### src/rtl/uart_receive.sv
// uart_receive: start/data/stop UART deserialiser with a one-entry valid/ready output register.
// Optional 2-flop rx synchroniser enabled by defining UART_RX_SYNC_EN.
module uart_receive #(
    parameter int D_WIDTH      = 16,
    parameter int C_WIDTH      = 5,
    parameter int CLKS_PER_BIT = 1
) (
    input  logic               clk,
    input  logic               rst,
    input  logic               rx,
    output logic [D_WIDTH-1:0] rx_data,
    output logic               rx_valid,
    input  logic               rx_ready,
    output logic               rx_busy,
    output logic               frame_err,
    output logic               overrun
);
    localparam int HALF = (CLKS_PER_BIT - 1) / 2;
    typedef enum logic [2:0] {IDLE, START, DATA, STOP, BREAK} state_t;
    state_t state, state_n;
    logic [7:0] cnt, cnt_n;
    logic [C_WIDTH-1:0] idx, idx_n;
    logic [D_WIDTH-1:0] sh, sh_n;
    logic rxs, tick, frame_ok, frame_bad;
`ifdef UART_RX_SYNC_EN
    logic [1:0] sync;
    always_ff @(posedge clk)
        if (rst) sync <= 2'b11;
        else     sync <= {sync[0], rx};
    assign rxs = sync[1];
`else
    assign rxs = rx;
`endif
    assign tick    = cnt == 8'(CLKS_PER_BIT - 1);
    assign rx_busy = (state == START) || (state == DATA) || (state == STOP);
    always_comb begin
        state_n   = state;
        cnt_n     = cnt + 8'd1;
        idx_n     = idx;
        sh_n      = sh;
        frame_ok  = 1'b0;
        frame_bad = 1'b0;
        case (state)
            IDLE: if (!rxs) begin
                // with HALF=0 the start bit is confirmed on the very cycle it is seen
                state_n = (HALF == 0) ? DATA : START;
                cnt_n   = (HALF == 0) ? 8'd0 : 8'd1;
                idx_n   = '0;
            end
            START: if (cnt == 8'(HALF)) begin
                state_n = rxs ? IDLE : DATA;
                cnt_n   = 8'd0;
                idx_n   = '0;
            end
            DATA: if (tick) begin
                sh_n    = {rxs, sh[D_WIDTH-1:1]};
                cnt_n   = 8'd0;
                idx_n   = idx + C_WIDTH'(1);
                state_n = (idx == C_WIDTH'(D_WIDTH - 1)) ? STOP : DATA;
            end
            STOP: if (tick) begin
                cnt_n     = 8'd0;
                frame_ok  = rxs;
                frame_bad = !rxs;
                state_n   = rxs ? IDLE : BREAK;
            end
            BREAK: if (rxs) state_n = IDLE;
            default: state_n = BREAK;
        endcase
    end
    always_ff @(posedge clk)
        if (rst) begin
            state     <= BREAK;
            cnt       <= '0;
            idx       <= '0;
            sh        <= '0;
            rx_data   <= '0;
            rx_valid  <= 1'b0;
            frame_err <= 1'b0;
            overrun   <= 1'b0;
        end else begin
            state     <= state_n;
            cnt       <= cnt_n;
            idx       <= idx_n;
            sh        <= sh_n;
            frame_err <= frame_bad;
            overrun   <= frame_ok && rx_valid && !rx_ready;
            if (frame_ok && (!rx_valid || rx_ready)) begin
                rx_data  <= sh;
                rx_valid <= 1'b1;
            end else if (rx_ready) rx_valid <= 1'b0;
        end
endmodule

### config.mk
export PLATFORM = sky130hd
export DESIGN_NAME = uart_receive
export DESIGN_NICKNAME = d
export VERILOG_FILES = /design/src/rtl/uart_receive.sv
export SDC_FILE = /design/constraint.sdc
export NUM_CORES = 1
export LEC_CHECK = 0
export CAP_MARGIN = 20
export CORE_ASPECT_RATIO = 2
export CORE_MARGIN = 2
export CORE_UTILIZATION = 45
export DETAILED_ROUTE_END_ITERATION = 6
export PLACE_DENSITY_LB_ADDON = 0.08
export SETUP_SLACK_MARGIN = 0.1
export SYNTH_ARGS = -nofsm -noshare
export SYNTH_HDL_FRONTEND = slang
export SYNTH_SLANG_ARGS = --single-unit
### constraint.sdc
create_clock -name clk -period 1.7 [get_ports clk]
set_clock_uncertainty 0.05 [all_clocks]
set_input_delay 0.34 -clock clk [delete_from_list [all_inputs] [get_ports clk]]
set_output_delay 0.34 -clock clk [all_outputs]
set_load 0.1 [all_outputs]
Word-level counts from Yosys, hierarchy flattened:

Cells that the tools add are included.

* flip-flop bits (word level): 51
* bits of input ports: 4
* word-level logic and storage cells: 60

* add/sub/neg operators: 2
* equality and inequality tests: 10
* multiplexer cells: 20
* bitwise logic cells: 2
* reduce and logical (&&, ||, !) cells: 18

Operators with widths (number)
* $mux 3: 6
* $mux 8: 2
* $pmux 8 s2: 1
* $mux 5: 3
* $pmux 3 s5: 1
* $pmux 5 s3: 1
* $ne 2x2->1 const B: 5
* $add 8x1->8 const B: 1
* $logic_not 8->1: 1
* $eq 3x2->1 const B: 2
* $reduce_or 3->1: 2
* $add 5x1->5 const B: 1
* $eq 5x4->1 const B: 1
* $mux 1: 5
* $reduce_and 5->1: 1
* $reduce_and 4->1: 1
* $eq 3x1->1 const B: 1
* $eq 3x3->1 const B: 1
* $logic_and 1x1->1: 3
* $logic_not 1->1: 3
* $logic_not 3->1: 1
* $logic_or 1x1->1: 3
* $reduce_bool 3->1: 1
* $mux 2: 1
* other kinds (3): 4

Longest topological paths before layout:

* depth after elaboration: 5
* gate-level depth with buffers: 8
* mapped depth without buffers: 6

Least setup slack after synthesis:

No wires, ideal clock.

* path kind: reg2reg
* start: register state[0]
* end: register cnt[2]
* arrival: 2316 ps
* slack: -784 ps
* cell stages (with the launch flop): 6
* buffers on the path: 1
* period minus slack after synthesis: 2484 ps
* path through: dfxtp_1 buf_6 nor2_1 nor2_1 a221o_2 nor2_1

* word-level cells in the longest chain between the ends: 3
* elaborated cells on any way between the ends: 6
* those cells by class: eq/ne (3); mux (1); reduce/logical (2)

Ends and longest elaborated chain
* from (decl): line 20 `state_t state, state_n;`
* from (signal assigned): line 82 `state <= state_n;`
* $eq 3x1->1 / $eq 3x2->1 (equally long branches): line 43 `case (state)`
* $reduce_or 3->1 (no source line)
* $pmux 8 s2 *: line 43
* to (signal assigned): line 83 `cnt <= cnt_n;`
* to (decl): line 21 `logic [7:0] cnt, cnt_n;`

Every way passes the cells marked *; elsewhere a longest branch is shown, timed or not.
A chain may end at the register's enable or synchronous reset.

Worst setup path after layout:

* start: register state[1]
* end: output port rx_busy

* word-level cells in the longest chain between the ends: 3
* elaborated cells on any way between the ends: 5
* those cells by class: eq/ne (3); reduce/logical (2)

Ends and longest elaborated chain
* $eq 3x1->1 / $eq 3x2->1 (equally long branches): line 35 `assign rx_busy = (state == START) || (state == DATA) || (state == STOP);`
* $logic_or 1x1->1: line 35
* $logic_or 1x1->1 *: line 35
* to (decl): line 14 `output logic rx_busy,`

Marked as above.

==> run summary <==
* finished, final reports clean — status
* 0.648 GHz — achievable clock frequency
* sh[0] — min-delay src
* 0 — Final Hold Violating Endpoints
* 17.3% — global routing usage summed across all routing layers
* 0 — total grt overflow
* 24 — IO Count
* 5 — Worst Reg2Reg Path Length in Cells
* 23 — count of input and output buffers
* 0.00542 mm² — die area
* primary output — Worst Setup End Kind
* 0.16 ns — register-to-register setup slack
* 43 — Netlist cell types
* 102 µm — y dimension of the die
* 0 — antenna violations before repair
* 34.5% — clock group share of total power
* 0 — synth warn
* sky130_fd_sc_hd__nor2_4 — cell repeated most along the worst path
* 0 — remaining antenna violation count after routing
* 75.0% — Slew headroom
* sky130_fd_sc_hd__dfxtp_1 — Synth Flop Type
* 0.764 — Routability Congestion
* 63.0% — Final Util
* flip-flop — startpoint type of the worst setup path
* 34.9% — signed area change from the synthesized netlist to the final layout
* state[1] — Critical Path Start
* 751 mW/mm² — Power per Cell Area
* 227 — Cells after Synth
* 53.1 µm — Die X-Extent
* 51 — flip-flop and latch count after synthesis
* 0.374 ns — Slew @ Worst Pin
* 7.09 mm — global-route wire length before repair
* 18 — number of DRC markers after the initial detailed-route iteration
* 2 — hold-critical path depth
* 0 — final setup vio count
* 5 — Inserted Clock Buffers
* flip-flop to primary output — kind of critical path
* sky130_fd_sc_hd__dfxtp_1 (43), sky130_fd_sc_hd__nor2_1 (26), sky130_fd_sc_hd__buf_12 (22) — top library cells by usage in the layout, fill and taps aside
* 0.000629 V — largest voltage drop on the vdd net
* 4.18 mm — total detailed-routing wirelength
* cnt[7] — R2R Path Start
* 0 — number of hold buffers added after CTS
* idx[1] — endpoint of the lowest-slack register-to-register path
* 1.31 ns — data required time of the critical path
* 235 — Mapped Nets
* 0.00464 mm² — total core area
* 35 — number of placement rows
* 0% — async set-reset flop share out of synthesis
* 46.7% — Initial Utilization
* 9.55 µm² — Avg Cell Area, Syn
* 0.00292 mm² — area of all placed cells without fillers
* 0.30 ns — clock network latency to the later pin of the worst-skew pair
* flip-flop to flip-flop — worst min-delay path category
* 0 — remaining design rule violation count
* 1616 — via count of the first global-routing pass
* sh[0] — end point of the most critical hold path
* 0.00273 mm² — placed inst area
* 0 — number of max-slew violations in the final report
* 1.20 nW — leak pwr
* 2 — maximum level of the CTS H-tree
* 0.36 ns — longest individual stage delay on the worst path
* 30.0% — share of final-layout standard cells stronger than drive strength 1
* 10.3% — Combinational Power Share
* 1664 — DR vias
* sky130_fd_sc_hd__clkbuf_8 — master cell of the clock root buffer
* 1.54 ns — Period minus WS final
* built — TritonCTS clock tree
* 4 — number of iterations in the first detailed-routing pass
* 3.09 mm — estimated wirelength of the detail-placed design
* 0.000517 W — net switching power
* 51 — number of sinks driven by the clock tree
* 3 — top fanout value on the critical path
* 0.00220 W — power consumption
* 36 — maximum number of pins on one net before global-route repair
* 2 — maximum buffer depth of the clock tree
* buf_4, nor2_4, nor2_4, buf_12 — crit-path cells
* 0.417 ns — Min Hold Slack
* 0 — max-capacitance violation count
* 13.0 µm — routed length per instance
* sky130_fd_sc_hd__dfxtp_4 — Crit-path slowest cell
* 5.17 — vias per std cell
* 1.15 ns — data arrival time at the worst-slack endpoint
* 274 — number of nets in the layout
* 23.5% — switching portion of total power
* 0.00217 mm² — cell area after synthesis
* 90.7% — post-route fraction of the period consumed by the critical path
* 0 — total inserted antenna cells
* 55.3% — fraction of power consumed by sequential logic
* 0 — number of enable-type register cells in the synthesized netlist
* sky130_fd_sc_hd__dfxtp_1 — most frequent standard cell in the layout excluding fill and tap cells
* 0.00168 W — Int Power
* 0.09 ns — clock-pin slew of the registers on the worst-case setup and hold paths
* yes — setup repair after global routing missed its margin
* 47.1% — post-synthesis sequential area ratio
[repair_timing]
action / 4_1_cts / 5_1_grt
endpoints found under the setup margin: 27 / 20
pin swaps: 3 / 5
buffers inserted: 2 / 3
gates resized for setup: 9 / 12
[worst max path at each step]
stage	to	slack, ns	depth (start not counted)
6_report	rx_busy	0.16	4
5_1_grt	idx[1]	0.08	5
4_1_cts	cnt[4]	0.11	6
3_5_place_dp	rx_data[5]	-0.02	6
3_3_place_gp	rx_data[7]	0.001	6
2_1_floorplan	cnt[0]	0.10	7
[registers in the layout, summed over array words and instances (netlist names)]
register,count
state,3
rx_valid,1
rx_data,16
idx,5
frame_err,1
sh,16
cnt,8
overrun,1
[kinds of logic after synthesis]
logic type / after synthesis / share of synthesized area (%)
XOR/XNOR: 7 / 2.83
AND/OR/NAND/NOR: 92 / 22.9
flip-flops: 51 / 47.1
adder cells (fa/ha/maj): 4 / 2.31
AO/OA/AOI/OAI: 34 / 9.81
buffers and inverters: 22 / 7.21
multiplexers: 17 / 7.85
[power by group through the flow]
stage	combinational [W]	clock, W	sequential [W]
3_5_place_dp	0.000189	0	0.00124
6_report	0.000225	0.000757	0.00121
5_1_grt	0.000249	0.000828	0.00122
2_1_floorplan	0.000147	0	0.00124
4_1_cts	0.000213	0.000782	0.00122
3_3_place_gp	0.000189	0	0.00124
[metal layers]
| metal | global-route usage, % | vias to the layer above | share of wire, % |
|---|---|---|---|
| li1 | - | 861 | - |
| met1 | 17.8 | 773 | 40 |
| met2 | 33.2 | 26 | 57 |
| met3 | 3.07 | 4 | 2.4 |
| met4 | 5.92 | 0 | 1.3 |
| met5 | 0 | - | 0 |
[stage by stage]
stage	std cells	TNS, ns	setup WS, ns
after detailed placement	309	-0.126	-0.0214
after global placement	309	0	0.00125
after CTS	319	0	0.108
final	322	0	0.157
after global routing	322	0	0.0842
after floorplan	227	0	0.104
[Yosys cell counts, drive strengths merged (3+ instances only)]
library cell | instances | area (µm²)
a21oi | 21 | 105
and3 | 4 | 26.3
buf | 5 | 52.6
clkbuf | 9 | 73.8
dfxtp | 51 | 1020
ha | 4 | 50.1
inv | 8 | 30.0
mux2i | 17 | 170
nand2 | 19 | 71.3
nand2b | 3 | 18.8
nand3 | 21 | 110
nor2 | 29 | 109
xor2 | 5 | 43.8
[worst max-delay path, delay by kind of cell (launching register included)]
kind | cells | cell delay, ns
flops | 1 | 0.36
buf+inv | 2 | 0.32
simple gates | 2 | 0.16
[area by class of cell]
type | count | area (µm²)
fillers | 402 | 1720
clock buffers | 7 | 96.3
flip-flops and latches | 51 | 1040
clock inverters | 1 | 7.51
repair buffers | 46 | 636
well taps | 55 | 68.8
multi-input cells | 154 | 1050
inverters | 8 | 30.0
No activity file was read; power rests on OpenSTA's default activity.
